--- config.mk ---
export PLATFORM = sky130hd
export DESIGN_NAME = sfu_lookup_arbiter_flat
export DESIGN_NICKNAME = d
export VERILOG_FILES = /design/src/rtl/sfu_pkg.sv /design/src/rtl/sfu_lookup_arbiter_if.sv /design/src/rtl/sfu_rr_picker.sv /design/src/rtl/sfu_lookup_arbiter.sv /design/src/flat_wrapper.sv
export SDC_FILE = /design/constraint.sdc
export NUM_CORES = 1
export LEC_CHECK = 0
export CAP_MARGIN = 20
export CORE_MARGIN = 8
export CORE_UTILIZATION = 25
export DETAILED_ROUTE_END_ITERATION = 6
export PLACE_DENSITY_LB_ADDON = 0.2
export SLEW_MARGIN = 30
export SYNTH_ARGS = -nofsm -noshare
export SYNTH_HDL_FRONTEND = slang
export SYNTH_SLANG_ARGS = --single-unit
export TNS_END_PERCENT = 100
--- constraint.sdc ---
create_clock -name clock -period 1.6 [get_ports clock]
set_input_delay 0.24 -clock clock [delete_from_list [all_inputs] [get_ports clock]]
set_output_delay 0.24 -clock clock [all_outputs]
set_load 0.01 [all_outputs]
--- src/rtl/sfu_pkg.sv ---
// Shared SFU lookup-ROM types and table selects, common to the arbiter and
// the requesting seed stages.
package sfu_pkg;

    localparam int SFU_ROM_AW = 10;
    localparam int SFU_ROM_DW = 16;

    typedef logic [SFU_ROM_AW-1:0] sfu_rom_addr_t;
    typedef logic [SFU_ROM_DW-1:0] sfu_rom_data_t;

    // Table region a requester addresses; the ROM map is owned by the requesters.
    typedef enum logic [1:0] {
        SFU_TBL_RECIP = 2'd0,
        SFU_TBL_RSQRT = 2'd1,
        SFU_TBL_LOG2  = 2'd2,
        SFU_TBL_EXP   = 2'd3
    } sfu_table_e;

endpackage

--- src/rtl/sfu_lookup_arbiter_if.sv ---
// Single response slot of the lookup arbiter: valid/ready handshake carrying
// requester id, tag and the ROM word.
interface sfu_lookup_arbiter_if
    import sfu_pkg::*;
#(
    parameter int NUM_REQ = 4,
    parameter int TAG_W   = 4
);
    localparam int ID_W = $clog2(NUM_REQ);

    logic             resp_valid;
    logic             resp_ready;
    logic [ID_W-1:0]  resp_id;
    logic [TAG_W-1:0] resp_tag;
    sfu_rom_data_t    resp_data;

    modport master (
        output resp_valid,
        output resp_id,
        output resp_tag,
        output resp_data,
        input  resp_ready
    );

    modport slave (
        input  resp_valid,
        input  resp_id,
        input  resp_tag,
        input  resp_data,
        output resp_ready
    );

endinterface

--- src/rtl/sfu_rr_picker.sv ---
// Combinational round-robin picker: first valid requester after last_grant,
// wrapping modulo NUM_REQ.
module sfu_rr_picker #(
    parameter int NUM_REQ = 4,
    localparam int ID_W   = $clog2(NUM_REQ)
) (
    input  logic [NUM_REQ-1:0] req_valid_i,
    input  logic [ID_W-1:0]    last_grant_i,
    output logic               found_o,
    output logic [ID_W-1:0]    idx_o
);

    logic [ID_W-1:0] cand;

    always_comb begin
        found_o = 1'b0;
        idx_o   = '0;
        cand    = '0;
        for (int k = 1; k <= NUM_REQ; k++) begin
            cand = ID_W'((int'(last_grant_i) + k) % NUM_REQ);
            if (!found_o && req_valid_i[cand]) begin
                found_o = 1'b1;
                idx_o   = cand;
            end
        end
    end

endmodule

--- src/rtl/sfu_lookup_arbiter.sv ---
// Round-robin arbiter sharing one 1-cycle registered lookup ROM among NUM_REQ
// requesters; the ROM's hold-on-!rd_en output doubles as the response buffer.
module sfu_lookup_arbiter
    import sfu_pkg::*;
#(
    parameter int NUM_REQ = 4,
    parameter int TAG_W   = 4
) (
    input  logic                        clock,
    input  logic                        reset,
    input  logic [NUM_REQ-1:0]          req_valid,
    output logic [NUM_REQ-1:0]          req_ready,
    input  logic [NUM_REQ*SFU_ROM_AW-1:0] req_addr,
    input  logic [NUM_REQ*TAG_W-1:0]    req_tag,
    output sfu_rom_addr_t               rom_rd_addr,
    output logic                        rom_rd_en,
    input  sfu_rom_data_t               rom_rd_data,
    sfu_lookup_arbiter_if.master        resp
);

    localparam int ID_W = $clog2(NUM_REQ);

    sfu_rom_addr_t    addr_arr [NUM_REQ];
    logic [TAG_W-1:0] tag_arr  [NUM_REQ];

    for (genvar g = 0; g < NUM_REQ; g++) begin : g_unpack
        assign addr_arr[g] = req_addr[g*SFU_ROM_AW +: SFU_ROM_AW];
        assign tag_arr[g]  = req_tag[g*TAG_W +: TAG_W];
    end

    logic             resp_valid_q, resp_valid_d;
    logic [ID_W-1:0]  resp_id_q,    resp_id_d;
    logic [TAG_W-1:0] resp_tag_q,   resp_tag_d;
    logic [ID_W-1:0]  last_grant_q, last_grant_d;

    logic             found;
    logic [ID_W-1:0]  pick_idx;
    logic             can_issue;
    logic             grant;

    sfu_rr_picker #(.NUM_REQ(NUM_REQ)) u_picker (
        .req_valid_i  (req_valid),
        .last_grant_i (last_grant_q),
        .found_o      (found),
        .idx_o        (pick_idx)
    );

    // A new lookup may only launch when the slot is empty or drains this cycle,
    // otherwise it would overwrite the ROM word still awaiting acceptance.
    assign can_issue = !resp_valid_q || resp.resp_ready;
    assign grant     = found && can_issue && !reset;

    always_comb begin
        req_ready = '0;
        if (grant) begin
            req_ready[pick_idx] = 1'b1;
        end
    end

    assign rom_rd_en   = grant;
    assign rom_rd_addr = found ? addr_arr[pick_idx] : '0;

    always_comb begin
        resp_valid_d = resp_valid_q;
        resp_id_d    = resp_id_q;
        resp_tag_d   = resp_tag_q;
        last_grant_d = last_grant_q;
        if (grant) begin
            resp_valid_d = 1'b1;
            resp_id_d    = pick_idx;
            resp_tag_d   = tag_arr[pick_idx];
            last_grant_d = pick_idx;
        end else if (resp.resp_ready) begin
            resp_valid_d = 1'b0;
        end
    end

    always_ff @(posedge clock) begin
        if (reset) begin
            resp_valid_q <= 1'b0;
            resp_id_q    <= '0;
            resp_tag_q   <= '0;
            last_grant_q <= ID_W'(NUM_REQ - 1);
        end else begin
            resp_valid_q <= resp_valid_d;
            resp_id_q    <= resp_id_d;
            resp_tag_q   <= resp_tag_d;
            last_grant_q <= last_grant_d;
        end
    end

    assign resp.resp_valid = resp_valid_q;
    assign resp.resp_id    = resp_id_q;
    assign resp.resp_tag   = resp_tag_q;
    assign resp.resp_data  = rom_rd_data;

endmodule

--- src/flat_wrapper.sv ---
// flat-port wrapper written by rule: the top's interface ports become plain ports
module sfu_lookup_arbiter_flat import sfu_pkg::*;
#(
    parameter int NUM_REQ = 4,
    parameter int TAG_W   = 4
)
  (clock, reset, req_valid, req_ready, req_addr, req_tag, rom_rd_addr, rom_rd_en, rom_rd_data, resp_resp_valid, resp_resp_id, resp_resp_tag, resp_resp_data, resp_resp_ready);
  sfu_lookup_arbiter_if #(.NUM_REQ(NUM_REQ), .TAG_W(TAG_W)) resp_i ();
  input  logic clock;
  input  logic reset;
  input  logic [NUM_REQ-1:0] req_valid;
  output logic [NUM_REQ-1:0] req_ready;
  input  logic [NUM_REQ*SFU_ROM_AW-1:0] req_addr;
  input  logic [NUM_REQ*TAG_W-1:0] req_tag;
  output sfu_rom_addr_t rom_rd_addr;
  output logic rom_rd_en;
  input  sfu_rom_data_t rom_rd_data;
  output wire logic [$bits(resp_i.resp_valid)-1:0] resp_resp_valid;
  output wire logic [$bits(resp_i.resp_id)-1:0] resp_resp_id;
  output wire logic [$bits(resp_i.resp_tag)-1:0] resp_resp_tag;
  output wire logic [$bits(resp_i.resp_data)-1:0] resp_resp_data;
  input wire logic [$bits(resp_i.resp_ready)-1:0] resp_resp_ready;
  assign resp_resp_valid = resp_i.resp_valid;
  assign resp_resp_id = resp_i.resp_id;
  assign resp_resp_tag = resp_i.resp_tag;
  assign resp_resp_data = resp_i.resp_data;
  assign resp_i.resp_ready = resp_resp_ready;
  sfu_lookup_arbiter #(.NUM_REQ(NUM_REQ), .TAG_W(TAG_W)) u_core (.clock(clock), .reset(reset), .req_valid(req_valid), .req_ready(req_ready), .req_addr(req_addr), .req_tag(req_tag), .rom_rd_addr(rom_rd_addr), .rom_rd_en(rom_rd_en), .rom_rd_data(rom_rd_data), .resp(resp_i));
endmodule
## Yosys cells after proc, flatten, opt, wreduce, memory -nomap -nowiden

Index checks and enable logic that the tools add are counted.

- $lt $le $gt $ge: 7
- $add $sub $neg: 4
- Bitwise logic cells: 1
- Reduce and logical (&&, ||, !) cells: 13
- Muxes and demuxes: 28

Operators with widths:

| operator | number |
|---|---|
| $mux W10 | 3 |
| $bmux W10 S2 | 1 |
| $lt A2 B3 Y1 const B | 5 |
| $mux W4 | 3 |
| $mux W1 | 11 |
| $bmux W1 S2 | 4 |
| $bmux W4 S2 | 1 |
| $mux W2 | 4 |
| $logic_and A1 B1 Y1 | 6 |
| $logic_not A1 Y1 | 5 |
| $add A2 B1 Y2 const B | 2 |
| $add A2 B2 Y2 const B | 2 |
| $ge A3 B3 Y1 const B | 1 |
| $not A2 Y3 | 1 |
| $demux W1 S2 | 1 |
| $ge A2 B1 Y1 const B | 1 |
| $reduce_bool A2 Y1 | 1 |
| $logic_or A1 B1 Y1 | 1 |

- Flip-flop bits (word level): 9
- Bits of input ports: 79
- Output and inout bits: 38
- Logic and storage cells: 57

## Depth between registers and ports, before layout

- Depth after elaboration: 18
- Mapped depth: 8
- Mapped depth without buffers: 6

## By module

A second synthesis with hierarchy kept.

- Cells, all modules: 104
- Area, all modules: 1031.0 um2

By module, submodules not included:

| module | cells an instance | times used | sequential area each (um2) | area each (um2) |
|---|---|---|---|---|
| sfu_lookup_arbiter | 90 | 1 | 180.2 | 939.7 |
| sfu_rr_picker | 14 | 1 | 0.0 | 91.3 |

## Worst setup path before layout

OpenSTA, ideal clock, no wires.

- Path kind: register to output
- Start point: register u_core.last_grant_q[1]
- End point: output rom_rd_addr[4]
- Stages on the path, launching flop included: 9
- Slack: -0.117 ns
- Buffers on the path: 3
- Data arrival time: 1.477 ns
- Data required time: 1.360 ns
- Path through: dfxtp_1 buf_6 mux2i_1 o2bb2ai_2 nor2_4 buf_12 buf_12 mux2i_1 o22ai_1

- Word-level cells in the longest chain between the ends: 18
- Elaborated cells between the ends (all ways): 31
- Classes of those cells: add/sub (4); mux (20); bitwise (1); reduce/logical (6)

Ends and longest elaborated chain:

| item | RTL line | RTL |
|---|---|---|
| from (decl) | sfu_lookup_arbiter.sv:34 | `logic [ID_W-1:0] last_grant_q, last_grant_d;` |
| from (signal assigned) | sfu_lookup_arbiter.sv:83 | `last_grant_q <= ID_W'(NUM_REQ - 1);` |
| from (signal assigned) | sfu_lookup_arbiter.sv:88 | `last_grant_q <= last_grant_d;` |
| $add A2 B1 Y2 | sfu_rr_picker.sv:20 | `cand = ID_W'((int'(last_grant_i) + k) % NUM_REQ);` |
| $bmux W1 S2 | sfu_rr_picker.sv:21 | `if (!found_o && req_valid_i[cand]) begin` |
| $mux W1 (not written as such) | sfu_rr_picker.sv:21 |  |
| $mux W1 | sfu_rr_picker.sv:21 |  |
| $logic_not A1 Y1 | sfu_rr_picker.sv:21 |  |
| $logic_and A1 B1 Y1 | sfu_rr_picker.sv:21 |  |
| $mux W1 | sfu_rr_picker.sv:21 |  |
| $logic_not A1 Y1 | sfu_rr_picker.sv:21 |  |
| $logic_and A1 B1 Y1 | sfu_rr_picker.sv:21 |  |
| $mux W1 | sfu_rr_picker.sv:21 |  |
| $logic_not A1 Y1 | sfu_rr_picker.sv:21 |  |
| $logic_and A1 B1 Y1 | sfu_rr_picker.sv:21 |  |
| $mux W2 | sfu_rr_picker.sv:21 |  |
| $not A2 Y3 (not written as such) | sfu_lookup_arbiter.sv:61 | `assign rom_rd_addr = found ? addr_arr[pick_idx] : '0;` |
| $bmux W10 S2 | sfu_lookup_arbiter.sv:61 |  |
| $mux W10 (not written as such) (2 in a row) | sfu_lookup_arbiter.sv:61 |  |
| $mux W10 * | sfu_lookup_arbiter.sv:61 |  |
| to (decl) | flat_wrapper.sv:15 | `output sfu_rom_addr_t rom_rd_addr;` |

Every way passes the cells marked *; elsewhere a longest branch is shown, timed or not. The select of a mux whose other input is x is not followed.

## Worst setup path after layout

- Start point: input req_valid[3]
- End point: output rom_rd_addr[3]

- Word-level cells in the longest chain between the ends: 17
- Elaborated cells between the ends (all ways): 27
- Classes of those cells: mux (20); bitwise (1); reduce/logical (6)

Ends and longest elaborated chain:

| item | RTL line | RTL |
|---|---|---|
| from (decl) | flat_wrapper.sv:11 | `input logic [NUM_REQ-1:0] req_valid;` |
| $bmux W1 S2 | sfu_rr_picker.sv:21 |  |
| $mux W1 (not written as such) | sfu_rr_picker.sv:21 |  |
| $mux W1 | sfu_rr_picker.sv:21 |  |
| $logic_not A1 Y1 | sfu_rr_picker.sv:21 |  |
| $logic_and A1 B1 Y1 | sfu_rr_picker.sv:21 |  |
| $mux W1 | sfu_rr_picker.sv:21 |  |
| $logic_not A1 Y1 | sfu_rr_picker.sv:21 |  |
| $logic_and A1 B1 Y1 | sfu_rr_picker.sv:21 |  |
| $mux W1 | sfu_rr_picker.sv:21 |  |
| $logic_not A1 Y1 | sfu_rr_picker.sv:21 |  |
| $logic_and A1 B1 Y1 | sfu_rr_picker.sv:21 |  |
| $mux W2 | sfu_rr_picker.sv:21 |  |
| $not A2 Y3 (not written as such) | sfu_lookup_arbiter.sv:61 |  |
| $bmux W10 S2 | sfu_lookup_arbiter.sv:61 |  |
| $mux W10 (not written as such) (2 in a row) | sfu_lookup_arbiter.sv:61 |  |
| $mux W10 * | sfu_lookup_arbiter.sv:61 |  |

Marks and branches as above.

==> results.ini <==
[global_route]
grt_max_degree=11
grt.overflow.total=0
grt_pass1_vias=1542
grt_pass1_wl_um=6990
antenna_found_initial=0
track_usage_pct=13.5

[yosys]
ys_types=35
synth.ff_latch_count=9
synthArstFlopShare_pct=0
ys.flop_type=dfxtp_1
syn_area_um2=1030
synth-edff-count=0
synthMuxAreaShare_pct=24.2
yosysSeqAreaShare_pct=17.5
ys.warnings.count=0
yosys.area_share.simple_pct=13.6
synth.net_count=201
synth-xor-area-share_pct=0
synth_fa_ha_area_share_pct=0
synth_compound_area_share_pct=24.8
synth_area_per_cell_um2=8.46
synth_top_family_by_area=compound AO/OA/AOI/OAI gates
netlist_instances=122

[routing]
num_vias=1308
first_iter_violations=33
wl_per_cell_um=16.5
drt-vias-per-instance=4.79
ant_nets=0
drc_errors=0
wl_um=4510
firstDrtPassIters=4

[clock_network]
cts_buffers=3
ctsHoldBuffers=0
clockBufferDepth=2
clock-root-buffer=clkbuf_8
cts_tree=built
cts.sinks=9
clkTransAtPathRegs_ps=40
htreeDepth=1
clk_latency_ps=230

[setup_path]
cp-startpoint=req_valid[3]
worstPathArrival_ps=1810
r2r_start=u_core.last_grant_q[1]
critical_path_class=in -> out
crit_required_ps=1360
crit_fanout=7
cp-end-kind=output pin
cp-start-kind=input pin

[finish]
design_area_um2=2150
diodes=0
drive_gt1_share_pct=37.7
final_util_pct=53.8
area_growth_pct=109
layout.nets=303

[floorplan]
rows=23
die_area_um2=6440
initial_core_util_pct=25.8
core_um2=4000
die_w_um=80.3
die_y_um=80.3
io_pins=117

[hold_path]
min_from=u_core.resp.resp_id[1]
hold_path.class=reg -> reg

[run_status]
outcome=complete, but fails checks
failed_checks=negative setup slack

[sta]
min_period_ps=2050
finalMaxSlewViolations=0
slew_headroom_pct=81.1
fin_ws_ps=-451
rsz0062_at_grt=yes
fmax_mhz=487
finalHoldViolCount=0
setup_viol=19
clock_skew_ps=0.868
tightest_slew_ps=282
fin_crit_sh_pct=128

[power_and_ir_drop]
ir_drop_mv=0.288
p_leak_nw=0.932
power_density_nw_per_um2=688

[placed_design]
place.port_buffers=84
place_area_um2=1970
dp_hpwl_um=3650
place_congestion=0.761

[run]
maxCapViolCount=0

-- synth_stat cells (2+ instances only) --
cell	count	area [um^2]
a211o_1	4	35.0
a21oi_1	3	15.0
buf_12	2	40.0
buf_4	17	128
dfxtp_1	9	180
inv_1	2	7.51
mux2i_1	25	250
nand2_1	6	22.5
nand3_1	4	20.0
nor2_1	9	33.8
nor2b_1	2	12.5
o211ai_1	4	30.0
o21ai_0	4	20.0
o22ai_1	10	62.6
-- final timing paths --
| path | end | slack [ps] | cells past startpoint |
|---|---|---|---|
| max | rom_rd_addr[3] | -450 | 8 |
| min | u_core.resp.resp_id[1] | 480 | 2 |
| max reg2reg | u_core.resp.resp_tag[1] | -110 | 8 |
| min reg2reg | u_core.resp.resp_id[1] | 480 | 2 |
-- metrics by stage --
step	hold slack (ps)	setup slack, ps	power, mW	TNS [ps]	instances
floorplan	305	-83.2	0.741	-806	122
detailed placement	468	-1020	1.17	-20350	258
finish	478	-451	1.48	-5860	273
global placement	465	-995	1.15	-19950	258
global route	480	-564	1.58	-7570	273
CTS	474	-460	1.52	-6310	275
-- registers in the layout, indices dropped and copies added (netlist names) --
register	count
u_core.resp.resp_tag	4
u_core.resp.resp_valid	1
u_core.resp.resp_id	2
u_core.last_grant_q	2
-- critical path, cell delays in order --
cell             delay, ps
clkdlybuf4s15_1        290
a21boi_2               230
o21ba_4                210
nor2_4                 180
buf_8                  170
mux2i_2                250
o22ai_2                110
buf_2                  150
-- routing by layer --
metal | part of all wire (%) | global-route usage [%] | routed length, um
met5 | 0 | 0 | 0
met3 | 14 | 7.25 | 620
met2 | 46 | 22.8 | 2090
met4 | 1.8 | 6.00 | 82
met1 | 38 | 13.5 | 1720
-- repair_timing --
| item | CTS | global route |
|---|---|---|
| cloned | 2 | 0 |
| setup endpoints to repair | 23 | 21 |
| pin swaps | 9 | 11 |
| resized for setup | 90 | 19 |
| buffers inserted | 11 | 1 |
-- cells in the final DEF, fill, tap and decap left out, drive strengths merged --
| cell type | count |
|---|---|
| clkdlybuf4s50 | 63 |
| buf | 51 |
| mux2i | 25 |
| o22ai | 11 |
| nor2 | 10 |
| dfxtp | 9 |
| nand2 | 6 |
| clkbuf | 6 |
| o21ai | 5 |
| nand3 | 4 |
| a211o | 4 |
| o211ai | 4 |
| dlygate4sd2 | 3 |
| inv | 3 |
| a21oi | 3 |
| nor2b | 2 |
| nor4 | 1 |
| or3 | 1 |
| a31o | 1 |
| nand2b | 1 |
| and2b | 1 |
| a21boi | 1 |
| o21ba | 1 |
| o2bb2ai | 1 |
| or2 | 1 |
| o21bai | 1 |
| a2bb2oi | 1 |
| a211oi | 1 |
| nor3 | 1 |
| clkdlybuf4s15 | 1 |
-- cell families after synthesis --
| kind of cell | after synthesis |
|---|---|
| AND/OR/NAND/NOR | 28 |
| flip-flops | 9 |
| buffers and inverters | 26 |
| multiplexers | 25 |
| AO/OA/AOI/OAI | 34 |
-- report_power, final --
group / leakage, nW / internal (mW) / switching, mW / total, mW
sequential: 0.0753 / 0.260 / 0.0239 / 0.284
combinational: 0.834 / 0.548 / 0.392 / 0.940
clock: 0.0228 / 0.173 / 0.0845 / 0.258
total: 0.932 / 0.981 / 0.501 / 1.48
-- final cells by class --
cell class	instances	area, um^2
inverter	3	13.8
clock buffer	4	45.0
multi-input combinational	87	768
timing repair buffer	120	1080
sequential	9	185
tap	50	62.6
fill	364	1850
Power figures use the tool's default switching activity.
==> variant: new RTL, config.mk and constraints unchanged <==
Take the reset off `resp_tag_q` and load it in a clocked block of its own.
--- a/src/rtl/sfu_lookup_arbiter.sv
+++ b/src/rtl/sfu_lookup_arbiter.sv
@@ -81,3 +81,2 @@
             resp_id_q    <= '0;
-            resp_tag_q   <= '0;
             last_grant_q <= ID_W'(NUM_REQ - 1);
@@ -86,5 +85,8 @@
             resp_id_q    <= resp_id_d;
-            resp_tag_q   <= resp_tag_d;
             last_grant_q <= last_grant_d;
         end
+    end
+
+    always_ff @(posedge clock) begin
+        resp_tag_q <= resp_tag_d;
     end
Formal check against the unedited RTL: differs if reset is asserted again (counterexample within 4 cycles, from zero or initial values and one cycle with reset high); with reset held inactive, the same outputs for 4 cycles.
==> variant against the original RTL <==
Wire length fell by 3.2%. Worst setup slack improved by 0.052 ns. Largest power group unchanged. Critical path depth fell by 1. Synthesized area decreased by 3.6%. Count of clock-buffer cells in the layout unchanged. Die area decreased by 2.9%. Total power rose by 4.2%. Sequential share of layout area up 1.7 points. Utilization up 1.6 points. Sequential cell count did not move. Sequential power grew 3%. The run still ends with setup timing left. Global-route usage fell by 0.36 points. Largest cell class unchanged. Cell area rose by 0.70%.
==> variant: results (changes against the original RTL) <==
n_diodes: 0 (unchanged)
met3 WL: 596 um (-3.9%)
Total GRT Usage: 0.132 (-0.00361)
via count: 1173 (-10%)
CP max FO: 6 (-1)
status: complete, but fails checks
largest net degree at the start of global routing: 11 (unchanged)
number of flip-flops under the largest register name: 4 (unchanged)
count of input and output buffers: 84 (unchanged)
PnR worst setup slack: -0.399 ns (+0.0521 ns)
Mean Syn Cell Area: 9.47 um^2 (+12%)
met2 wire length: 2120 um (+1.6%)
Inst Count DP: 238 (-7.8%)
highest routed layer: met4
CTS Buf Count: 3 (unchanged)
layout net count: 279 (-7.9%)
DRT Pass-1 Iters: 4 (unchanged)
final setup vio count: 18 (-1)
Detailed Place HPWL: 3360 um (-7.8%)
Synth area leaders: mux2i_1, buf_4, edfxtp_1, dfxtp_1, o22ai_1
failing checks: setup timing
first-pass GRT wire length: 6540 um (-6.4%)
Mapped Nets: 184 (-8.5%)
GP Congestion: 0.833 (+9.4%)
post-synthesis cell type count: 25 (-29%)
Placement Setup Slack: -0.945 ns (+0.0743 ns)
ys flop type: dfxtp_1
Clock Tree Buf Depth: 2 (unchanged)
Placed Area: 1980 um^2 (+0.64%)
Post-synth EDFFs: 4 (+4)
DRT iter0 DRCs: 6 (-82%)
most frequent cells after synthesis: mux2i_1, buf_4, o22ai_1
worst hold path class: register to register
layout cells sized above 1: 0.407 (+0.0304)
antenna violations before repair: 0 (unchanged)
Reg clk slew, reported paths: 0.05 ns
final WL: 4370 um (-3.2%)
Setup TNS: -5.35 ns (+0.512 ns)
P_leak: 0.929 nW (-0.30%)
M1 WL: 1600 um (-6.7%)
CTS H-tree lvls: 1 (unchanged)
Max Clock Skew: 0.00315 ns (+0.00228 ns)
CP Data Arrival Time: 1.76 ns (-0.05 ns)
number of global-route vias before repair: 1290 (-16%)
Hold WS: 0.458 ns (-0.0201 ns)
clk_lat worst skew: 0.24 ns
async set or reset register ratio after synthesis: 0 (unchanged)
slew of the pin with the lowest slew margin: 0.168 ns (-0.114 ns)
maximum vdd drop: 0.000419 V (+45%)
clock root buffer: clkbuf_8
Via-to-Cell Ratio: 4.71 (-1.7%)
Storage cell area: 224 um^2 (+21%)
sequential share of the synthesized area: 0.221 (+0.0468)
R2R setup slack: -0.22 ns (-0.11 ns)
FILL cells: 345 (-5.2%)
synth warn: 0 (unchanged)
[variant: final timing paths]
| kind | startpoint | to | cells after the start |
|---|---|---|---|
| max reg2reg | u_core.last_grant_q[1] | u_core.resp.resp_tag[1] | 6 |
| max | u_core.last_grant_q[1] | rom_rd_addr[7] | 7 |
| min reg2reg | u_core.resp.resp_id[1] | u_core.resp.resp_id[1] | 2 |
| min | u_core.resp.resp_id[1] | u_core.resp.resp_id[1] | 2 |
[variant: cell families (layout without fill, tap and decap cells)]
| group | after synthesis | in the layout | share of synthesized area |
|---|---|---|---|
| compound gates | 20 | 20 | 0.150 |
| buf+inv | 26 | 120 | 0.197 |
| simple gates | 17 | 17 | 0.0994 |
| mux | 33 | 33 | 0.332 |
| flops | 9 | 9 | 0.221 |
[variant: repair_timing]
| action | CTS | global route |
|---|---|---|
| gates resized for setup | 82 | 19 |
| pin swaps | 4 | 2 |
| cloned | 1 | 0 |
| setup buffers | 8 | 1 |
| endpoints found under the setup margin | 22 | 19 |
| hold buffers | 0 | 0 |
[variant: layer usage]
metal	GRT usage	vias up
met5	0	-
met4	0.0444	0
met3	0.0734	5
met2	0.225	77
met1	0.132	535
li1	-	556
[variant: area by class of cell]
class	instances	area share
inverter	3	0.00519
sequential	9	0.103
tap	50	0.0289
multi-input combinational	70	0.355
clock buffer	4	0.0208
timing repair buffer	113	0.486
[variant: where the power goes]
part	internal, mW	total, mW	switching (mW)
logic	0.589	0.986	0.397
clock network	0.174	0.266	0.0922
registers	0.275	0.292	0.0169
[variant: worst max-delay path: stages, from the launching register on]
cell and delay (ns):
dfxtp_4 0.37, mux2i_2 0.22, o221a_4 0.23, buf_12 0.13, buf_12 0.11, mux2i_4 0.22
o22ai_2 0.08, buf_2 0.15
